===== src/rtl/config_pkg.sv =====
// Shared definitions for the configuration loader and the readback block that
// will reuse them.
//   - FSM state encoding (IDLE = 0, LOAD = 1, COMMIT = 2)
//   - num_words(): bitstream words needed to fill a configuration vector
//   - clog2() / cnt_width(): counter sizing helpers
package config_pkg;

  localparam logic [1:0] ST_IDLE   = 2'd0;
  localparam logic [1:0] ST_LOAD   = 2'd1;
  localparam logic [1:0] ST_COMMIT = 2'd2;

  function automatic int num_words(input int config_width, input int word_width);
    return (config_width + word_width - 1) / word_width;
  endfunction

  function automatic int clog2(input int value);
    int r;
    r = 0;
    while ((1 << r) < value) r++;
    return r;
  endfunction

  // A counter always needs at least one bit, even for a single-word load.
  function automatic int cnt_width(input int n);
    return (clog2(n) < 1) ? 1 : clog2(n);
  endfunction

endpackage


===== src/rtl/config_loader.sv =====
// Configuration loader for the routing-mux select bus.
// Assembles bitstream words into a shadow register, then commits the whole
// vector to config_out in a single edge so the muxes never see a partial load.
//
// Ports
//   clock        in   single clock, rising edge
//   reset        in   asynchronous, active-high
//   start        in   single-cycle load request
//   data_in      in   bitstream word (WORD_WIDTH)
//   data_valid   in   data_in is valid
//   data_ready   out  word accepted this cycle (LOAD only)
//   config_out   out  committed configuration (CONFIG_WIDTH)
//   config_valid out  config_out holds a complete committed load
//   busy         out  load in progress (LOAD or COMMIT)
//   error        out  one-cycle pulse after a start in LOAD or COMMIT
//
// state  | meaning
// IDLE   | waiting for start; config_out stable
// LOAD   | accepting words into the shadow register
// COMMIT | one cycle; shadow copied to config_out at its end
module config_loader
  import config_pkg::*;
#(
  parameter int CONFIG_WIDTH = 100,
  parameter int WORD_WIDTH   = 8
) (
  input  logic                    clock,
  input  logic                    reset,
  input  logic                    start,
  input  logic [WORD_WIDTH-1:0]   data_in,
  input  logic                    data_valid,
  output logic                    data_ready,
  output logic [CONFIG_WIDTH-1:0] config_out,
  output logic                    config_valid,
  output logic                    busy,
  output logic                    error
);

  localparam int NUM_WORDS = num_words(CONFIG_WIDTH, WORD_WIDTH);
  localparam int CNT_W     = cnt_width(NUM_WORDS);
  localparam logic [CNT_W-1:0] LAST_IDX = CNT_W'(NUM_WORDS - 1);

  logic [1:0]              r_state;
  logic [CNT_W-1:0]        r_cnt;
  logic [CONFIG_WIDTH-1:0] r_shadow;
  logic [CONFIG_WIDTH-1:0] r_config;
  logic                    r_cfg_valid;
  logic                    r_error;

  logic [CONFIG_WIDTH-1:0] w_word_placed;
  int                      w_shift;

  // Placing the word in a CONFIG_WIDTH-wide vector drops the bits of the
  // last word that fall beyond the configuration, which is the truncation.
  always_comb begin
    w_shift       = int'(r_cnt) * WORD_WIDTH;
    w_word_placed = CONFIG_WIDTH'(data_in) << w_shift;
  end

  always_ff @(posedge clock or posedge reset) begin
    if (reset) begin
      r_state     <= ST_IDLE;
      r_cnt       <= '0;
      r_shadow    <= '0;
      r_config    <= '0;
      r_cfg_valid <= 1'b0;
      r_error     <= 1'b0;
    end else begin
      r_error <= 1'b0;
      case (r_state)
        ST_IDLE: begin
          if (start) begin
            r_state     <= ST_LOAD;
            r_cnt       <= '0;
            r_shadow    <= '0;
            r_cfg_valid <= 1'b0;
          end
        end
        ST_LOAD: begin
          if (start) begin
            // Restart wins over a word presented in the same cycle.
            r_cnt    <= '0;
            r_shadow <= '0;
            r_error  <= 1'b1;
          end else if (data_valid) begin
            // Shadow is cleared on entry, so each slot is written exactly once.
            r_shadow <= r_shadow | w_word_placed;
            if (r_cnt == LAST_IDX) begin
              r_state <= ST_COMMIT;
            end else begin
              r_cnt <= r_cnt + 1'b1;
            end
          end
        end
        ST_COMMIT: begin
          r_config    <= r_shadow;
          r_cfg_valid <= 1'b1;
          r_state     <= ST_IDLE;
          if (start) r_error <= 1'b1;
        end
        default: r_state <= ST_IDLE;
      endcase
    end
  end

  assign data_ready   = (r_state == ST_LOAD);
  assign busy         = (r_state != ST_IDLE);
  assign config_out   = r_config;
  assign config_valid = r_cfg_valid;
  assign error        = r_error;

endmodule


===== config.mk =====
export PLATFORM = sky130hd
export DESIGN_NAME = config_loader
export DESIGN_NICKNAME = d
export VERILOG_FILES = /design/src/rtl/config_pkg.sv /design/src/rtl/config_loader.sv
export SDC_FILE = /design/constraint.sdc
export NUM_CORES = 1
export LEC_CHECK = 0
export BUFFER_PORTS_ARGS = -buffer_cell sky130_fd_sc_hd__buf_2
export CAP_MARGIN = 20
export CELL_PAD_IN_SITES_DETAIL_PLACEMENT = 1
export CELL_PAD_IN_SITES_GLOBAL_PLACEMENT = 2
export CORE_MARGIN = 2
export CORE_UTILIZATION = 43
export DETAILED_ROUTE_END_ITERATION = 8
export PLACE_DENSITY_LB_ADDON = 0.1
export SETUP_SLACK_MARGIN = 0.5
export SLEW_MARGIN = 10
export SYNTH_ARGS = -nofsm -noshare
export SYNTH_HDL_FRONTEND = slang
export SYNTH_SLANG_ARGS = --single-unit

===== constraint.sdc =====
create_clock -name clock -period 13.7 [get_ports clock]
set_input_delay 0.685 -clock clock [delete_from_list [all_inputs] [get_ports clock]]
set_output_delay 0.685 -clock clock [all_outputs]
set_load 0.01 [all_outputs]

# Word-level counts from Yosys, hierarchy flattened
# Index checks and enable logic that the tools add are counted.
# word_totals
out_inout_bits,104
register_bits,208
inputBits,12
wordCells,45
# classes
eq_ne,9
bitwise_logic,1
muxes,18
add_sub_neg,1
n_shift,1
reduce_logical,9
# op_table
op,count
$mux W100,3
$pmux W100 S2,1
$or A100 B100 Y100,1
$shl A8 B7 Y100,1
$mux W4,4
$mux W2,4
$pmux W4 S2,1
$reduce_and A4 Y1,2
$ne A2 B2 Y1 const B,3
$ne A3 B3 Y1 const B,2
$reduce_bool A2 Y1,3
$add A4 B1 Y4 const B,1
$eq A4 B4 Y1 const B,1
$pmux W2 S2,1
$mux W1,3
$reduce_and A3 Y1,1
$eq A2 B1 Y1 const B,1
$eq A2 B2 Y1 const B,1
$logic_not A2 Y1,1
$ne A2 B1 Y1 const B,1
$pmux W1 S2,1
$reduce_and A2 Y1,1
$reduce_or A2 Y1,1

# Depth between registers and ports, before layout
# Gate-level depths: netlist of the first run.
# logic_depth
word_depth,5
depth_mapped,9
mapped_depth_nobuf,5

# Worst setup path before layout of the first run
# No wires, ideal clock.
# synth_path
path_kind,reg2reg
startpoint,register r_state[1]
endpoint,register r_shadow[0]
path_slack_ns,11.981
t_arrival_ns,1.646
setup_ns,0.073
path_buffers,4
synth_period_minus_slack_ns,1.719
path_stages_with_launch,10
required_time_ns,13.627
cell_sequence,dfrtp_1 -> inv_1 -> ha_1 -> buf_2 -> or2_1 -> buf_4 -> and2_4 -> buf_6 -> buf_6 -> a21oi_2
# synth_via
elab_chain_len,3
word_cells_on_any_way,7
classes_between,eq/ne: 3; mux: 1; reduce/logical: 3
# synth_rtl
item,line,text
from (decl),config_loader.sv:43,logic [1:0] r_state;
from (signal assigned),config_loader.sv:62,r_state <= ST_IDLE;
from (signal assigned),config_loader.sv:73,r_state <= ST_LOAD;
from (signal assigned),config_loader.sv:89,r_state <= ST_COMMIT;
$eq A2 B1 Y1 *,-,
named net data_ready,config_loader.sv:32,"output logic data_ready,"
$ne A3 B3 Y1 (no line) or $reduce_bool A2 Y1 (tied branches),-,
$reduce_and A3 Y1 (no line),-,
to (signal assigned),config_loader.sv:87,r_shadow <= r_shadow | w_word_placed;
to (decl),config_loader.sv:45,logic [CONFIG_WIDTH-1:0] r_shadow;
# Mark *: on every way through the listed nets, which the timed path passes. The rest lies on a longest branch.
# A chain may end at the register's enable or synchronous reset.

# Worst setup path after layout of the first run
# layout_path
startpoint,register r_state[0]
endpoint,output port busy
# layout_via
elab_chain_len,1
# layout_rtl
item,line,text
$reduce_bool A2 Y1,config_loader.sv:107,assign busy = (r_state != ST_IDLE);
to (decl),config_loader.sv:35,"output logic busy,"
# No other way between the ends.

==> results of run 1 <==
-- kinds of logic (layout without fill, tap and decap cells) --
family / Yosys count / count (layout)
AND/OR/NAND/NOR: 46 / 46
flip-flops: 208 / 208
adder cells (fa/ha/maj): 5 / 5
multiplexers: 102 / 102
buffers and inverters: 140 / 248
AO/OA/AOI/OAI: 185 / 185
-- flip-flops by register name, summed over array words and instances (netlist names) --
register	flops
r_cnt	4
config_out	100
error	1
r_state	2
config_valid	1
r_shadow	100
-- layout make-up --
cell class | count | area [µm²]
timing repair buffer | 128 | 693
clock buffer | 36 | 654
sequential | 208 | 5200
clock inverter | 4 | 72.6
multi-input combinational | 338 | 3200
fill | 2132 | 9960
inverter | 80 | 308
tap | 270 | 338
-- stage by stage --
stage | hold WS (ns) | std cells
detailed placement | 0.490 | 1024
floorplan | 0.467 | 686
global placement | 0.483 | 1016
global route | 0.474 | 1064
finish | 0.382 | 1064
CTS | 0.447 | 1064
-- worst paths after layout --
check | to | slack, ns | cells after the start
max | busy | 11.28 | 4
min | config_out[27] | 0.38 | 2
max reg2reg | r_shadow[3] | 11.35 | 3
min reg2reg | r_shadow[54] | 0.50 | 1
max in group asynchronous | r_shadow[72] | 11.86 | 3
min in group clock | r_state[0] | 0.48 | 2
-- Yosys cell counts (all sizes together) (2+ instances only) --
cell and instances:
a21oi 74, a22o 29, and2 3, and3 2
and3b 12, buf 37, clkbuf 23, dfrtp 208
ha 5, inv 80, mux2 100, mux2i 2
nand2 3, nor2 3, nor2b 4, nor3b 8
nor4 4, o2111ai 56, o211ai 18, o21ai 2
-- power by group --
part	leakage [nW]	total (mW)	switching (mW)	internal [mW]
Sequential	2.52	0.659	0.0211	0.638
Combinational	1.28	0.246	0.184	0.0620
Clock	0.349	0.601	0.237	0.364
-- layer usage --
metal | wire [µm] | track usage
met1 | 9750 | 0.284
met2 | 10700 | 0.338
met3 | 1020 | 0.0269
met4 | 545 | 0.0552
met5 | 0 | 0
==> implementation parameters, run 1 <==
Parameter                              Value

Run status
  Run status    complete, no violations

Synthesis
  Post-synthesis share of cell area spent on xor and xnor gates    0
  Number of different library cells in the post-synthesis netlist    40
  Sequential element share of the synthesized area    0.577
  Share of flip-flops with an asynchronous set or reset after synthesis    1.00
  Combinational family with the most area after synthesis    compound AO/OA/AOI/OAI gates
  Register bit count reported by yosys    208
  Cell area after synthesis    9020 µm²
  Simple-gate share of the synthesized area    0.0435
  Yosys Warn Count    0
  Area share of the leading cell type in the synthesized netlist    0.577
  Nets in the synthesized netlist    roughly 700
  Multiplexer area fraction after synthesis    0.127
  Adder and majority cell fraction of the synthesized area    0.00693
  Share of the synthesized area in compound gates (AO/OA/AOI/OAI)    0.175
  Synthesized area divided by synthesized cell count    roughly 13 µm²
  Top FF cell, synth    dfrtp_1
  Top cells by area, synth    dfrtp_1 (58%), mux2_2 (12%), a21oi_2 (6.8%)
  Instance count of the mapped netlist    about 700
  Post-synth EDFFs    0
  Post-synth top area cell    dfrtp_1

Clock network
  CTS tree    yes
  Clock buffer depth    3
  Post-CTS Setup Inserts    0
  Root buffer selected by CTS    clkbuf_16
  Clock transition at the registers of the reported paths    0.06 ns
  # hold bufs at CTS    0
  Number of sinks handled by clock tree synthesis    208
  Insertion delay of the later-clocked pin in the worst-skew pair    0.50 ns
  Number of clock buffers inserted by TritonCTS    23
  Resized cells post-CTS    0
  H-Tree Depth    1

Floorplan
  Ports    116
  Die H    ~150 µm
  Die W    149 µm
  Total die area    22,200 µm²
  Floorplan core area    a little over 20,000 µm²
  Row count    52
  Initial Util    0.442

STA
  Setup total negative slack    0 ns
  Post-route setup slack    about 11 ns
  Number of endpoints with negative hold slack in the final report    0
  Final clock skew    between 0.01 and 0.015 ns
  RSZ-0062 raised after global routing    no
  Headroom to the max-slew limit    0.204
  Final period demand of the worst path    2.42 ns
  Finish-stage setup viols    0
  Count of final max-slew check failures    0
  Worst-Margin Slew    roughly 1.2 ns
  Max Freq    0.414 GHz
  Share of the cycle needed by the critical path after routing    0.176

Cells and area
  Nets    796
  Most frequent cells in the layout    dfrtp_1 (208), buf_2 (115), mux2_2 (100)
  Core occupancy in the finished layout    0.513
  Most common cell after layout, fill and taps aside    dfrtp_1
  Share of cells above drive strength 1    0.431
  Area added between synthesis and finish    16.1%
  # diodes    0
  Final std cell area, no fill    approximately 10,000 µm²

Global routing
  Leftover overflow at the end of global routing    0
  Antenna violations before repair    0
  First-pass GRT wire length    35,500 µm
  Vias in the first global route    6,228
  Largest net degree at the start of global routing    142
  GRT Overall Usage    0.204

Route
  Post-detailed-routing wire length    roughly 22,000 µm
  Post-route ant nets    0
  Total number of vias    5,866
  Post-route DRC    0
  Mean number of vias per cell    5.51
  Drt initial violations    about 420
  Drt first pass iters    4
  Wirelength per Cell    20.7 µm

Setup path
  Nature of the critical path startpoint    flop
  CP Data Required Time    13.02 ns
  Startpoint of the most critical register-to-register path    r_cnt[0]
  Delay-heaviest family, CP    buffers and inverters
  Worst Setup Path Type    reg2out
  Delay of the slowest critical-path stage    between 0.4 and 0.5 ns
  Critical path's slowest cell    ha_1
  Peak fanout along the critical path    9
  Endpoint class of the critical path    output port
  CP Cell Sequence    inv_1, ha_1, inv_1, buf_2
  Critical Path Source    r_state[0]
  Data arrival, critical path    about 1.7 ns
  Buf+Inv Stages, Crit Path    3
  Critical path's most frequent cell    inv_1

Place
  Global placement routability congestion    0.755
  Post-detail-place hpwl    14,400 µm
  Number of port buffers    115
  Total placed instance area    9750 µm²
  Place WS    10.98 ns

Pwr
  Static leakage    roughly 4.2 nW
  Ratio of total power to cell area    around 140 nW/µm²
  Power after layout    1.51 mW
  Max VDD drop    88.9 µV

Min path
  Min-Delay Path Class    in2async

Run
  Number of max-cap violations    0
Power figures use the tool's default switching activity.
==> run 2: changes to the inputs <==
Settings changed: ABC_AREA from default to 1, CORE_UTILIZATION 43 to 31.
Clock period 13.7 ns to 2.1 ns, I/O delays scaled along.
==> run 2 against run 1 <==
Against the previous run: critical endpoint is now r_shadow[81]; highest routed layer unchanged; register-to-register slack worse by 11 ns; clock-buffer cell count down 4; core utilization down 9.7 points; cell area up 6.8%; worst setup slack worse by 11 ns; die area up 29%; largest power group is now the clock network; final cell count up 38%; synthesized cell count up 42%; combinational power rose to 19 times the previous value.
==> implementation parameters, run 2 <==
Parameter                              Value

STA
  Count of final max-slew check failures    0 (unchanged)
  Max Freq    0.591 GHz
  Final clock skew    0.0136 ns (+0.000599 ns)
  Number of endpoints with negative hold slack in the final report    0 (unchanged)
  Headroom to the max-slew limit    0.524 (+0.320)
  Worst-Margin Slew    0.713 ns (-0.478 ns)
  Final period demand of the worst path    1.69 ns
  RSZ-0062 raised after global routing    yes
  Hold_ws    0.0978 ns (-0.285 ns)
  Share of the cycle needed by the critical path after routing    0.806
  Finish-stage setup viols    0 (unchanged)
  Setup total negative slack    0 ns (unchanged)

Cells and area
  Area added between synthesis and finish    32.2%
  Share of cells above drive strength 1    0.242 (-0.188)
  Most frequent cells in the layout    nand2_1 (278), nor2_1 (221), dfrtp_1 (206)
  Nets    1,126 (+41%)
  Seq. cell area    5210 µm² (about the same)
  # diodes    0 (unchanged)
  Layout filler cell count    3,149 (+48%)
  Area occupied by multi-input gates    3140 µm² (-2.0%)
  Most common cell after layout, fill and taps aside    nand2_1
  Layout Cells excl Fill    1,468 (+38%)

Clock network
  H-Tree Depth    1 (unchanged)
  Insertion delay of the later-clocked pin in the worst-skew pair    0.52 ns (+0.02 ns)
  Clock transition at the registers of the reported paths    0.06 ns (about the same)
  Number of sinks handled by clock tree synthesis    208 (unchanged)
  CTS tree    yes
  Number of clock buffers inserted by TritonCTS    24 (+4.3%)
  Root buffer selected by CTS    clkbuf_16
  Clock buffer depth    3 (unchanged)

Setup path
  Nature of the critical path startpoint    flop
  Peak fanout along the critical path    6 (-3)
  Endpoint class of the critical path    flop
  Endpoint of the most critical register-to-register path    r_shadow[81]
  Data arrival, critical path    2.10 ns (+0.37 ns)
  Worst Setup Path Type    reg2reg
  Number of cells traversed by the worst register-to-register path    9 (+6)
  Startpoint of the most critical register-to-register path    r_state[0]
  Critical Path End    r_shadow[81]
  Slack of the worst reg-to-reg path    0.41 ns (-10.94 ns)
  Critical Path Source    r_state[0]
  CP Data Required Time    2.51 ns (-10.51 ns)

Synthesis
  Number of different library cells in the post-synthesis netlist    21 (-48%)
  Post-synth EDFFs    0 (unchanged)
  Instance count of the mapped netlist    976 (+42%)
  Top FF cell, synth    dfrtp_1
  Post-synth top area cell    dfrtp_1
  Register bit count reported by yosys    208 (unchanged)
  Nets in the synthesized netlist    993 (+41%)
  Leading cell types by count after synthesis    nand2_1 (281), nor2_1 (236), dfrtp_1 (208), nand4_1 (45), a21oi_1 (44)
  Dominant cell by count in the synthesized netlist    nand2_1
  Area share of the leading cell type in the synthesized netlist    0.615 (+0.0385)
  Yosys Warn Count    0 (unchanged)
  Share of flip-flops with an asynchronous set or reset after synthesis    1.00 (unchanged)
  Sequential element share of the synthesized area    0.615 (+0.0385)
  Top cells by area, synth    dfrtp_1 (62%), nand2_1 (12%), nor2_1 (10%)
  Synthesized area divided by synthesized cell count    8.67 µm² (-34%)
  Cell area after synthesis    8460 µm² (-6.3%)

Place
  Number of port buffers    115 (unchanged)
  Global placement routability congestion    0.751 (-0.58%)
  Post-detail-place hpwl    15,100 µm (+5.0%)
  DP Cell Count    1,396 (+36%)

Floorplan
  Die W    169 µm (+14%)
  Die H    169 µm (+14%)
  Initial Util    0.315 (-0.127)
  Floorplan core area    26,900 µm² (+32%)
  Ports    116 (unchanged)
  Total die area    28,600 µm² (+29%)
  Row count    60 (+15%)

Route
  Mean number of vias per cell    4.71 (-15%)
  Drt initial violations    376 (-9.8%)
  Post-detailed-routing wire length    26,200 µm (+19%)
  Total number of vias    6,918 (+18%)
  Drt first pass iters    4 (unchanged)
  Wirelength per Cell    17.9 µm (-13%)
  Post-route ant nets    0 (unchanged)
  Post-route DRC    0 (unchanged)

Pwr
  Max VDD drop    486 µV (+450%)
  Static leakage    5.78 nW (+39%)
  Ratio of total power to cell area    1260 nW/µm² (+780%)

Run
  Number of max-cap violations    0 (unchanged)

Global routing
  GRT Overall Usage    0.180 (-0.0234)
  Vias in the first global route    7,294 (+17%)
  Largest net degree at the start of global routing    127 (-11%)
  Antenna violations before repair    0 (unchanged)
  Leftover overflow at the end of global routing    0 (unchanged)
  First-pass GRT wire length    40,900 µm (+15%)

Min path
  Min-Delay Path Class    in2reg
  Hold Crit Depth    5

Run status
  Run status    complete, no violations
run 2: worst max-delay path, cell delays in order (launching register included):
cell and delay (ns):
dfrtp_1 0.42, buf_6 0.14, ha_4 0.18, nand2_4 0.13, nand2_4 0.10, nor2_4 0.14, buf_8 0.15, buf_12 0.12
clkbuf_16 0.15, nor2_1 0.05
run 2: worst min-delay path by stage:
stage | start | endpoint | slack, ns
2_1_floorplan | start | error | 0.20
3_3_place_gp | reset | config_out[82] | 0.32
3_5_place_dp | reset | config_out[18] | 0.32
4_1_cts | data_valid | r_state[1] | 0.07
5_1_grt | data_in[0] | r_shadow[40] | 0.15
6_report | data_valid | r_state[1] | 0.1
run 2: report_power, final:
part	leakage, nW	internal (mW)	switching (mW)
sequential	2.88	4.37	0.219
combinational	2.44	1.86	2.78
clock	0.459	3.16	1.70
total	5.78	9.40	4.69
run 2: stage by stage:
stage | util | setup slack [ns] | area [µm²] | power [mW]
CTS | 0.407 | 0.434 | 10900 | 13.7
global placement | 0.353 | 0.269 | 9490 | 7.69
global route | 0.416 | 0.371 | 11200 | 14.8
finish | 0.416 | 0.407 | 11200 | 14.1
detailed placement | 0.353 | 0.194 | 9490 | 7.70
floorplan | - | -0.705 | 8470 | 6.54
run 2: logic make-up (layout without fill, tap and decap cells):
family	Yosys count	count (layout)	share of synthesized area
adders and majority gates	5	5	0.00740
AOI/OAI and AO/OA	69	69	0.0413
and+or+nand+nor	604	604	0.291
DFF	208	208	0.615
buffers and inverters	90	241	0.0451
run 2: layout make-up:
class,count,area share
clock buffer,32,0.0619
inverter,31,0.0116
tap,341,0.0381
multi-input combinational,678,0.281
sequential,208,0.466
timing repair buffer,166,0.121
clock inverter,12,0.0210
run 2: routing by layer:
metal | wire [µm] | GRT usage | part of all wire | up-vias
li1 | - | - | - | 3366
met1 | 12900 | 0.258 | 0.49 | 3421
met2 | 12000 | 0.296 | 0.46 | 106
met3 | 933 | 0.0224 | 0.036 | 25
met4 | 379 | 0.0379 | 0.014 | 0
met5 | 0 | 0 | 0 | -
run 2: timing repair:
| action | 4_1_cts | 5_1_grt |
|---|---|---|
| gates cloned | 7 | 5 |
| endpoints found under the hold margin | 210 | 0 |
| buffers inserted | 14 | 0 |
| resized for setup | 49 | 38 |
| hold buffers | 2 | 0 |
| pin swaps | 4 | 4 |
| endpoints found under the setup margin | 105 | 142 |
==> run 3: changes to the inputs <==
Settings changed: ABC_AREA 1 to 0, CORE_UTILIZATION 31 to 40.
Clock period 2.1 ns to 1.7 ns, I/O delays scaled along.
==> run 3 against run 2 <==
Against the previous run: total power up 3.5%; worst setup slack worse by 0.37 ns; clock skew up 0.0013 ns; die area down 17%; register-to-register slack worse by 0.37 ns; critical path depth down 2; worst hold slack worse by 0.066 ns; maximum frequency up 1.6%; cell area up 13%; non-clock buffer count up 53; largest power group unchanged.
==> implementation parameters, run 3 (same netlist as run 1, synthesis figures left out) <==
Parameter                              Value

Cells and area
  # diodes    0 (unchanged)
  Layout filler cell count    2,116 (-33%)
  Share of cells above drive strength 1    0.532 (+0.290)
  Layout Cells excl Fill    1,169 (-20%)
  Most frequent cells in the layout    dfrtp_1 (207), buf_2 (114), mux2_4 (100)
  Most common cell after layout, fill and taps aside    dfrtp_1
  Area added between synthesis and finish    40.6%
  Nets    889 (-21%)

Floorplan
  Die H    154 µm (-8.9%)
  Total die area    23,800 µm² (-17%)
  Die W    154 µm (-8.9%)
  Row count    54 (-10%)
  Floorplan core area    22,000 µm² (-18%)
  Ports    116 (unchanged)
  Initial Util    0.411 (+0.0962)

STA
  Worst-Margin Slew    0.693 ns (-0.0205 ns)
  Headroom to the max-slew limit    0.538 (+0.0137)
  Number of endpoints with negative hold slack in the final report    0 (unchanged)
  Final period demand of the worst path    1.67 ns (-0.0268 ns)
  Max Freq    0.600 GHz (+1.6%)
  Post-route setup slack    0.0342 ns (-0.373 ns)
  Finish-stage setup viols    0 (unchanged)
  Share of the cycle needed by the critical path after routing    0.980 (+0.174)
  RSZ-0062 raised after global routing    yes
  Count of final max-slew check failures    0 (unchanged)
  Final clock skew    0.0149 ns (+0.00125 ns)

Route
  Post-route DRC    0 (unchanged)
  Post-route ant nets    0 (unchanged)
  Post-detailed-routing wire length    28,800 µm (+9.9%)
  Drt first pass iters    4 (unchanged)
  Wirelength per Cell    24.7 µm (+38%)
  Total number of vias    6,490 (-6.2%)
  Drt initial violations    340 (-9.6%)
  Mean number of vias per cell    5.55 (+18%)

Clock network
  Number of clock buffers inserted by TritonCTS    23 (-4.2%)
  Root buffer selected by CTS    clkbuf_16
  Number of sinks handled by clock tree synthesis    208 (unchanged)
  Insertion delay of the later-clocked pin in the worst-skew pair    0.52 ns (about the same)
  CTS tree    yes
  H-Tree Depth    1 (unchanged)
  Clock transition at the registers of the reported paths    0.06 ns (about the same)
  Clock buffer depth    3 (unchanged)

Global routing
  Vias in the first global route    6,724 (-7.8%)
  First-pass GRT wire length    39,600 µm (-3.1%)
  GRT Overall Usage    0.211 (+0.0307)
  Antenna violations before repair    0 (unchanged)
  Leftover overflow at the end of global routing    0 (unchanged)
  Largest net degree at the start of global routing    95 (-25%)

Run status
  Run status    complete, no violations

Pwr
  Logic gate share of total power    0.258 (-0.071)
  Clock Power Share    0.380 (+0.035)
  Share of power burned in registers    0.362 (+0.036)
  Switching power summed over all nets    4.42 mW (-5.9%)
  Share of total power consumed by net switching    0.303 (-0.0301)
  Internal power    10.2 mW (+8.1%)
  Static leakage    5.38 nW (-6.8%)
  Max VDD drop    718 µV (+48%)
  Ratio of total power to cell area    1150 nW/µm² (-8.8%)

Setup path
  CP Data Required Time    2.10 ns (-0.41 ns)
  Endpoint class of the critical path    flop
  Nature of the critical path startpoint    flop
  Peak fanout along the critical path    9 (+3)
  Worst Setup Path Type    reg2reg
  Data arrival, critical path    2.07 ns (-0.03 ns)

Min path
  Min-Delay Path Class    in2async

Place
  Place WS    -0.152 ns (-0.347 ns)
  Number of port buffers    115 (unchanged)
  Global placement routability congestion    0.777 (+3.5%)
  DP Cell Count    1,063 (-24%)
  Post-detail-place hpwl    15,700 µm (+3.6%)

Run
  Number of max-cap violations    0 (unchanged)
## run 3: changes by cell type in the layout (fill, tap and decap cells not counted), moves of 44 or more
cell     previous run  this run
nor2_1            221         2
inv_1              22        74
nand2_1           278         3
mux2_4              0       100
nand4_1            45         1
a21oi_2            24        73
## run 3: layout make-up
class / count / area [µm²] / area share
clock inverters: 10 / 185 / 0.0146
multi-input cells: 340 / 3890 / 0.307
well taps: 280 / 350 / 0.0276
inverters: 80 / 307 / 0.0242
flip-flops and latches: 208 / 5210 / 0.410
repair buffers: 219 / 2100 / 0.165
clock buffers: 32 / 649 / 0.0512
## run 3: path summary, 6_finish.rpt
check                               start              to  slack (ns)  cells past startpoint
setup / recovery               r_state[0]    r_shadow[32]        0.03                      7
hold / removal                      reset  config_out[89]        0.03                      3
setup reg to reg               r_state[0]    r_shadow[32]        0.03                      7
hold reg to reg            config_out[33]  config_out[33]        0.50                      1
max in group asynchronous           reset        r_cnt[1]        0.90                      4
min in group clock                  start        r_cnt[2]        0.09                      3
## run 3: power groups by stage
stage / sequential, mW / clock [mW] / combinational [mW]
final: 5.28 / 5.53 / 3.77
after global routing: 5.30 / 5.81 / 3.96
after CTS: 5.28 / 5.62 / 2.96
after detailed placement: 5.37 / 0 / 2.45
after global placement: 5.37 / 0 / 2.38
after floorplan: 5.36 / 0 / 1.76
## run 3: per-layer routing
metal,vias up,global-route usage,share of wire
li1,2853,-,-
met1,3434,0.295,0.45
met2,158,0.350,0.49
met3,45,0.0272,0.033
met4,0,0.0556,0.028
met5,-,0,0
## run 3: metrics by stage
stage	hold slack [ns]	util	total power [mW]	setup TNS, ns	area [µm²]
5_1_grt	0.0534	0.578	15.1	-0.0185	12700
3_5_place_dp	0.0143	0.480	7.82	-4.53	10500
3_3_place_gp	0.0142	0.480	7.75	-0.906	10500
6_report	0.0317	0.578	14.6	0	12700
2_1_floorplan	0.180	-	7.13	-225.78	9700
4_1_cts	0.0183	0.536	13.9	0	11800
## run 3: what timing repair did
item                                   4_1_cts  5_1_grt
setup buffers                               10       18
endpoints found under the hold margin      238        0
pin swaps                                   13       25
gates cloned                                 2       24
setup endpoints to repair                  209      209
gates resized for setup                     32       49
hold buffers                                10        0
## run 3: worst max-delay path, cell delays in order (launching register included)
cell and delay [ns]:
dfrtp_1 0.40, buf_4 0.15, ha_4 0.18, or2_4 0.29
buf_8 0.16, buf_4 0.14, o2111ai_1 0.13, a21oi_2 0.09
